==> src/rtl/caravel_timer.sv <==
// Caravel management SoC 32-bit counter/timer with a word-addressed register bus.
// Counts up or down, one-shot or continuous, and raises a level interrupt on terminal count.
module caravel_timer #(
    parameter logic [31:0] RESET_DATA = 32'h0
) (
    input  logic        clock,
    input  logic        resetb,
    input  logic [1:0]  reg_addr,
    input  logic        reg_we,
    input  logic [31:0] reg_wdata,
    output logic [31:0] reg_rdata,
    output logic        timer_irq
);

    localparam logic [1:0] ADDR_CONFIG = 2'd0;
    localparam logic [1:0] ADDR_VALUE  = 2'd1;
    localparam logic [1:0] ADDR_DATA   = 2'd2;
    localparam logic [1:0] ADDR_STATUS = 2'd3;

    logic [3:0]  cfg;
    logic [31:0] value;
    logic [31:0] data;
    logic        pending;
    logic        held;

    logic        cfg_enable;
    logic        cfg_oneshot;
    logic        cfg_up;
    logic        cfg_irq_ena;

    logic        wr_config;
    logic        wr_value;
    logic        wr_data;
    logic        wr_status;
    logic        at_term;
    logic        term_event;
    logic [31:0] value_nxt;

    assign cfg_enable  = cfg[0];
    assign cfg_oneshot = cfg[1];
    assign cfg_up      = cfg[2];
    assign cfg_irq_ena = cfg[3];

    assign wr_config = reg_we && (reg_addr == ADDR_CONFIG);
    assign wr_value  = reg_we && (reg_addr == ADDR_VALUE);
    assign wr_data   = reg_we && (reg_addr == ADDR_DATA);
    assign wr_status = reg_we && (reg_addr == ADDR_STATUS);

    assign at_term = cfg_up ? (value == data) : (value == 32'h0);

    // A one-shot parked at terminal count must not keep re-firing; held marks that it already has.
    assign term_event = cfg_enable && at_term && !(cfg_oneshot && held);

    always_comb begin
        value_nxt = value;
        if (wr_value) begin
            value_nxt = reg_wdata;
        end else if (cfg_enable) begin
            if (!at_term) begin
                value_nxt = cfg_up ? (value + 32'd1) : (value - 32'd1);
            end else if (!cfg_oneshot) begin
                value_nxt = cfg_up ? 32'h0 : data;
            end
        end
    end

    always_ff @(posedge clock or negedge resetb) begin
        if (!resetb) begin
            cfg     <= 4'h0;
            value   <= 32'h0;
            data    <= RESET_DATA;
            pending <= 1'b0;
            held    <= 1'b0;
        end else begin
            if (wr_config) begin
                cfg <= reg_wdata[3:0];
            end
            if (wr_data) begin
                data <= reg_wdata;
            end
            value <= value_nxt;
            held  <= cfg_enable && cfg_oneshot && at_term && !wr_value;
            // A terminal event in the same cycle as a clear request leaves pending set.
            if (term_event) begin
                pending <= 1'b1;
            end else if (wr_status && reg_wdata[0]) begin
                pending <= 1'b0;
            end
        end
    end

    always_comb begin
        reg_rdata = 32'h0;
        case (reg_addr)
            ADDR_CONFIG: reg_rdata = {28'h0, cfg};
            ADDR_VALUE:  reg_rdata = value;
            ADDR_DATA:   reg_rdata = data;
            ADDR_STATUS: reg_rdata = {31'h0, pending};
            default:     reg_rdata = 32'h0;
        endcase
    end

    assign timer_irq = pending && cfg_irq_ena;

endmodule

==> config.mk <==
export PLATFORM = sky130hd
export DESIGN_NAME = caravel_timer
export DESIGN_NICKNAME = d
export VERILOG_FILES = /design/src/rtl/caravel_timer.sv
export SDC_FILE = /design/constraint.sdc
export NUM_CORES = 1
export LEC_CHECK = 0
export CORE_UTILIZATION = 30
export CTS_BUF_LIST = sky130_fd_sc_hd__clkbuf_4
export CTS_CLUSTER_DIAMETER = 120
export DETAILED_ROUTE_END_ITERATION = 8
export HOLD_SLACK_MARGIN = 0.1
export PLACE_DENSITY = 0.46
export SETUP_SLACK_MARGIN = 0.1
export SLEW_MARGIN = 20
export SYNTH_ARGS = -nofsm -noshare
export SYNTH_HDL_FRONTEND = slang
export SYNTH_SLANG_ARGS = --single-unit
==> constraint.sdc <==
create_clock -name clock -period 5.3 [get_ports clock]
set_input_delay 1.325 -clock clock [delete_from_list [all_inputs] [get_ports clock]]
set_output_delay 1.325 -clock clock [all_outputs]
set_load 0.02 [all_outputs]
==> results_dict.tcl, run 1 <==
set metrics [dict create \
    status "finished clean" \
    regArea_um2 1750 \
    r2r-end "value[27]" \
    vias 5788 \
    start_util_pct 30.6 \
    grt_pass1_wl_um 34900 \
    drive_gt1_share_pct 9.69 \
    antenna_found_initial 1 \
    hold_viol 0 \
    fp.dieW_um 143 \
    setup_ws_ns 0.456 \
    hold_class "reg -> reg" \
    wl_per_cell_um 21.5 \
    grtUsageTotal_pct 22.9 \
    clock.fmax_mhz 206 \
    first_pass_iters 5 \
    io_buffers 69 \
    multi_input_area_um2 4010 \
    syn_area_um2 5950 \
    grt_pass1_vias 5978 \
    drtIter0Drc 420 \
    place.gp.congestion 0.922 \
    post_dp_cell_area_um2 6890 \
    vias_per_cell 5.68 \
    yosys_warnings 0 \
    grt_max_degree 71 \
    reg2reg_slack_ns 1.20 \
    ys_seq_area_share_pct 29.5 \
    dpl.hpwl_um 15600 \
    hold_buffers 0 \
    peakVddDrop_v 0.000166 \
    synthArstFlopShare_pct 100 \
    fin_setup_tns_ns 0 \
    period_share_pct 91.4 \
    avgSynthCellArea_um2 8.46 \
    critPathRequiredTime_ns 3.97 \
    clock_skew_ns 0.0133 \
    cts_buffer_depth 2 \
    ys_ff_latch 70 \
    syn_inst 703 \
    clk_latency_ns 0.48 \
    end_kind "primary output" \
    critPathKind "in -> out" \
    die_h_um 143 \
    hold_end "pending" \
    fillers 1997 \
    reg2reg_from "cfg[2]" \
    dpl.cell_count 1002 \
    drc 0 \
    grt_overflow 0 \
    wl_um 21900 \
    tritoncts "built" \
    syn_nets 771 \
    rows 51 \
    synth_edf_count 0 \
    finalInstanceArea_um2 7080 \
    io_pins 70 \
    cts_buffers 9 \
    final-instance-count-excl-fill 1019 \
    slew_viol_final 0 \
    synth.distinct_cells 61 \
    final_nets 816 \
    ctsHtreeMaxLevel 3 \
    crit_arrival_ns 3.52 \
    setup_viol 0 \
    area_growth_pct 19.1 \
    start_kind "input pin" \
    power_mw 4.23 \
    cts_root_buf "clkbuf_4" \
    min_from "pending" \
    drtAntennaViolNets 0 \
    drv_cap 0 \
    power_density_nw_per_um2 597 \
    crit_fanout 19 \
    fin_crit_ns 4.84 \
    post_cts_buffers 0 \
    rr_worst_depth 11 \
    coreArea_um2 19500 \
    post_cts_resize_count 0 \
    post-place-ws_ns 0.451 \
    rsz0062_at_grt "no" \
    cts.reportedPaths.clkPinSlew_ns 0.14 \
    cts_num_sinks 70 \
    ys.flop_type "dfrtp_1" \
    dieArea_um2 20400 \
    hold_path_depth 1 \
    slew_headroom_pct 24.4 \
    tightest_slew_ns 1.13 \
    p_leak_nw 2.86 \
]
==> cells in the final DEF, fill, tap and decap left out, types with 4 or more instances in the layout <==
cell	n
nor2_1	33
xnor2_1	12
o211ai_1	11
a21o_1	14
clkbuf_4	9
mux2i_1	9
and3_1	16
a22o_1	28
xor2_1	40
o22ai_1	4
ha_1	30
nor4_1	15
o21a_1	5
dfrtp_1	70
nand4_1	13
o21ai_0	68
and2_1	5
buf_4	12
nand2_1	62
nor3_1	11
or3_1	9
nand3_1	18
clkdlybuf4s50_1	68
a311oi_1	4
a21oi_1	55
a31oi_1	12
o21bai_1	5
nor3b_1	4
inv_1	8
a211oi_1	9
nand2b_1	7
mux2_2	35
==> stage by stage <==
step / util (%) / hold WS (ns)
2_1_floorplan: - / 0.474
3_3_place_gp: 35.4 / 0.510
3_5_place_dp: 35.4 / 0.521
4_1_cts: 36.4 / 0.559
5_1_grt: 36.4 / 0.600
6_report: 36.4 / 0.548
==> critical path, cell delays in order <==
cell and delay, ns:
clkdlybuf4s50_1 0.79, nor2b_2 0.29, buf_4 0.31, a22o_1 0.20
clkdlybuf4s50_1 0.60
==> sequential cells by signal (all words and copies together) (netlist names) <==
register	cells
cfg	4
held	1
pending	1
data	32
value	32
==> area by class of cell <==
cell class | instances | share of cell area [%]
Multi-Input combinational cell | 579 | 56.6
Sequential cell | 70 | 24.7
Timing Repair Buffer | 80 | 10.9
Tap cell | 265 | 4.68
Clock inverter | 7 | 1.70
Clock buffer | 9 | 0.954
Inverter | 8 | 0.424
Antenna cell | 1 | 0.0353
==> Yosys cell counts, types with 13 or more instances <==
cell / count / share of area, %
a21o_1: 14 / 1.8
a21oi_1: 55 / 4.6
a22o_1: 28 / 4.1
and3_1: 16 / 1.7
clkbuf_1: 39 / 2.5
dfrtp_1: 70 / 29
ha_1: 30 / 6.3
mux2_2: 35 / 6.6
nand2_1: 62 / 3.9
nand3_1: 18 / 1.5
nand4_1: 13 / 1.4
nor2_1: 34 / 2.1
nor4_1: 15 / 1.6
o21ai_0: 68 / 5.7
xor2_1: 40 / 5.9
==> metal layers <==
| layer | vias up | part of all wire [%] | global-route usage (%) |
|---|---|---|---|
| li1 | 2752 | - | - |
| met1 | 2857 | 48 | 31.9 |
| met2 | 147 | 45 | 35.9 |
| met3 | 32 | 3.8 | 3.29 |
| met4 | 0 | 2.8 | 7.81 |
| met5 | - | 0 | 0 |
==> power breakdown <==
| group | internal [mW] | total [mW] | switching [mW] |
|---|---|---|---|
| registers | 0.711 | 1.06 | 0.344 |
| clock network | 0.241 | 0.483 | 0.242 |
| logic | 1.14 | 2.69 | 1.55 |
| total | 2.09 | 4.23 | 2.14 |
==> kinds of logic (layout without fill, tap and decap cells) <==
family | after synthesis | count (layout) | synth area share, %
adder cells (fa/ha/maj) | 31 | 31 | 6.65
AO/OA/AOI/OAI | 239 | 239 | 25.9
flip-flops | 70 | 70 | 29.5
XOR/XNOR | 52 | 52 | 7.66
multiplexers | 45 | 45 | 8.52
buffers and inverters | 54 | 104 | 3.53
AND/OR/NAND/NOR | 212 | 212 | 18.3
other | 0 | 1 | 0
==> worst max path at each step <==
| stage | start | cells past startpoint | slack, ns | end |
|---|---|---|---|---|
| floorplan | reg_addr[0] | 5 | 1.34 | reg_rdata[10] |
| global placement | reg_addr[0] | 5 | 0.50 | reg_rdata[10] |
| detailed placement | reg_addr[0] | 5 | 0.45 | reg_rdata[8] |
| CTS | reg_addr[0] | 5 | 0.44 | reg_rdata[11] |
| global route | reg_addr[0] | 5 | 0.34 | reg_rdata[11] |
| finish | reg_addr[0] | 5 | 0.46 | reg_rdata[7] |
Power figures use the tool's default switching activity.
==> run 2, diff against run 1 <==
ABC_AREA = 1   (was default)
PLACE_DENSITY = 0.45   (was 0.46)
==> results_dict.tcl, run 2 <==
set metrics [dict create \
    hold_viol 0 \
    drtIter0Drc 617 \
    post_cts_resize_count 0 \
    io_pins 70 \
    period_share_pct 93.1 \
    grt_pass1_vias 7375 \
    syn_inst 1225 \
    wl_per_cell_um 17.0 \
    synth_common_cells "nand2_1 (474), inv_1 (207), nor2_1 (124)" \
    reg2reg_slack_ns 1.93 \
    fin_crit_ns 4.93 \
    grt_overflow 0 \
    die_h_um 155 \
    cts.reportedPaths.clkPinSlew_ns 0.13 \
    post-place-ws_ns 0.373 \
    drive_gt1_share_pct 3.11 \
    drtAntennaViolNets 0 \
    yosysMostFrequentCell "nand2_1" \
    cts_buffers 9 \
    post_cts_buffers 0 \
    drv_cap 0 \
    critPathKind "in -> out" \
    yosys_warnings 0 \
    grt_pass1_wl_um 42400 \
    cpPeakStageDelay_ns 0.65 \
    syn_area_um2 6990 \
    cts_root_buf "clkbuf_4" \
    ys.flop_type "dfrtp_1" \
    final_nets 1351 \
    rsz0062_at_grt "no" \
    start_util_pct 30.8 \
    vias 7548 \
    crit_arrival_ns 3.61 \
    rr_worst_depth 15 \
    cp_slowest_cell "clkdlybuf4s50_1" \
    first_pass_iters 5 \
    grt_max_degree 71 \
    clk_latency_ns 0.45 \
    start_kind "input pin" \
    syn_nets 1293 \
    hold_path_depth 2 \
    grtUsageMet3_pct 2.19 \
    drc 0 \
    dieArea_um2 23900 \
    yosys.area.top_type_share_pct 25.5 \
    path_cells "clkdlybuf4s50_1, inv_1, nor2_1, inv_1, buf_4, o221ai_1, clkdlybuf4s50_1" \
    vias_per_cell 4.80 \
    io_buffers 69 \
    synth_edf_count 0 \
    synth_top_area_cell "nand2_1" \
    critical_path.top_delay_family "buffers and inverters" \
    hold_buffers 0 \
    final-instance-count-excl-fill 1574 \
    fin_hold_ws_ns 0.536 \
    rows 55 \
    reg2reg_from "cfg[2]" \
    end_kind "primary output" \
    dpl.cell_count 1557 \
    avgSynthCellArea_um2 5.70 \
    reg_top3 "data x32, value x32, cfg x4" \
    min_from "cfg[0]" \
    synth.distinct_cells 36 \
    grt.met2_usage_pct 36.5 \
    critPathBufInv 5 \
    tritoncts "built" \
    cts_num_sinks 70 \
    antenna_found_initial 1 \
    ys_seq_area_share_pct 25.1 \
    crit_fanout 22 \
    r2r-end "value[24]" \
    critPathRequiredTime_ns 3.97 \
    fp.dieW_um 155 \
    top_usage_layer "met2" \
    gr-usage-met1_pct 34.8 \
    slew_viol_final 0 \
    coreArea_um2 22700 \
    hold_end "cfg[0]" \
    p_leak_nw 4.42 \
    wl_um 26700 \
    peakVddDrop_v 0.000154 \
    status "finished clean" \
    slew_headroom_pct 33.2 \
    place.gp.congestion 0.877 \
    synth_area_leaders "nand2_1 (25%), dfrtp_1 (25%), inv_1 (11%)" \
    mostFrequentLayoutCell "nand2_1" \
    final_cell_mix "nand2_1 (472), inv_1 (207), nor2_1 (123)" \
    cts_buffer_depth 2 \
    dpl.hpwl_um 21100 \
    fin_setup_tns_ns 0 \
    area_growth_pct 15.9 \
    clock.fmax_mhz 203 \
    power_density_nw_per_um2 562 \
    tightest_slew_ns 1.00 \
    setup_ws_ns 0.367 \
    hold_class "reg -> reg" \
    setup_viol 0 \
    ys_ff_latch 70 \
    ctsHtreeMaxLevel 3 \
    clock_skew_ns 0.0186 \
    synthArstFlopShare_pct 100 \
    grtUsageTotal_pct 23.4 \
]
[run 2: cell types whose count changed in the layout (fill, tap and decap cells not counted), sizes merged, moves of 27 or more]
cell   change
nand2    +414
inv      +199
a22o      -27
mux2      -34
nor2      +91
nand3     +85
xor2      -29
[run 2: area by class of cell]
cell class,count,area [µm²]
Multi-Input combinational cell,912,4290
Fill cell,2603,14600
Sequential cell,70,1750
Clock buffer,9,67.6
Tap cell,285,357
Clock inverter,7,65.1
Inverter,210,788
Antenna cell,1,2.50
Timing Repair Buffer,80,771
[run 2: kinds of logic after synthesis]
| kind of cell | share of synthesized area, % |
|---|---|
| and+or+nand+nor | 43.5 |
| buffers and inverters | 13.6 |
| AOI/OAI and AO/OA | 8.90 |
| DFF | 25.1 |
| adders and majority gates | 5.66 |
| xor gates and xnor gates | 3.13 |
| muxes | 0.161 |
[run 2: routing by layer]
| metal | routed length [µm] | part of all wire (%) |
|---|---|---|
| met1 | 13800 | 52 |
| met2 | 11600 | 43 |
| met3 | 1020 | 3.8 |
| met4 | 325 | 1.2 |
| met5 | 0 | 0 |
[run 2: per-stage QoR]
stage / cell area (µm²) / utilization, % / power, mW
after CTS: 8090 / 35.6 / 4.55
after global placement: 7960 / 35.0 / 4.20
after detailed placement: 7960 / 35.0 / 4.17
final: 8090 / 35.6 / 4.55
after floorplan: 6990 / - / 3.12
after global routing: 8090 / 35.6 / 5.06
[run 2: worst max path at each step]
stage	start	endpoint	depth (start not counted)	slack, ns
2_1_floorplan	reg_addr[0]	reg_rdata[13]	5	1.74
3_3_place_gp	reg_addr[0]	reg_rdata[2]	7	0.35
3_5_place_dp	reg_addr[0]	reg_rdata[2]	7	0.37
4_1_cts	reg_addr[0]	reg_rdata[2]	7	0.36
5_1_grt	reg_addr[0]	reg_rdata[14]	7	0.21
6_report	reg_addr[0]	reg_rdata[2]	7	0.37
[run 2: worst min-delay path, delay by kind of cell (launching register included)]
family,cells,cell delay [ns]
AOI/OAI and AO/OA,1,0.06
DFF,1,0.39
and+or+nand+nor,1,0.06
[run 2: report_power, final]
part | internal, mW | switching (mW) | total, mW
registers | 0.699 | 0.323 | 1.02
clock network | 0.139 | 0.218 | 0.357
logic | 1.10 | 2.07 | 3.17
total | 1.94 | 2.61 | 4.55
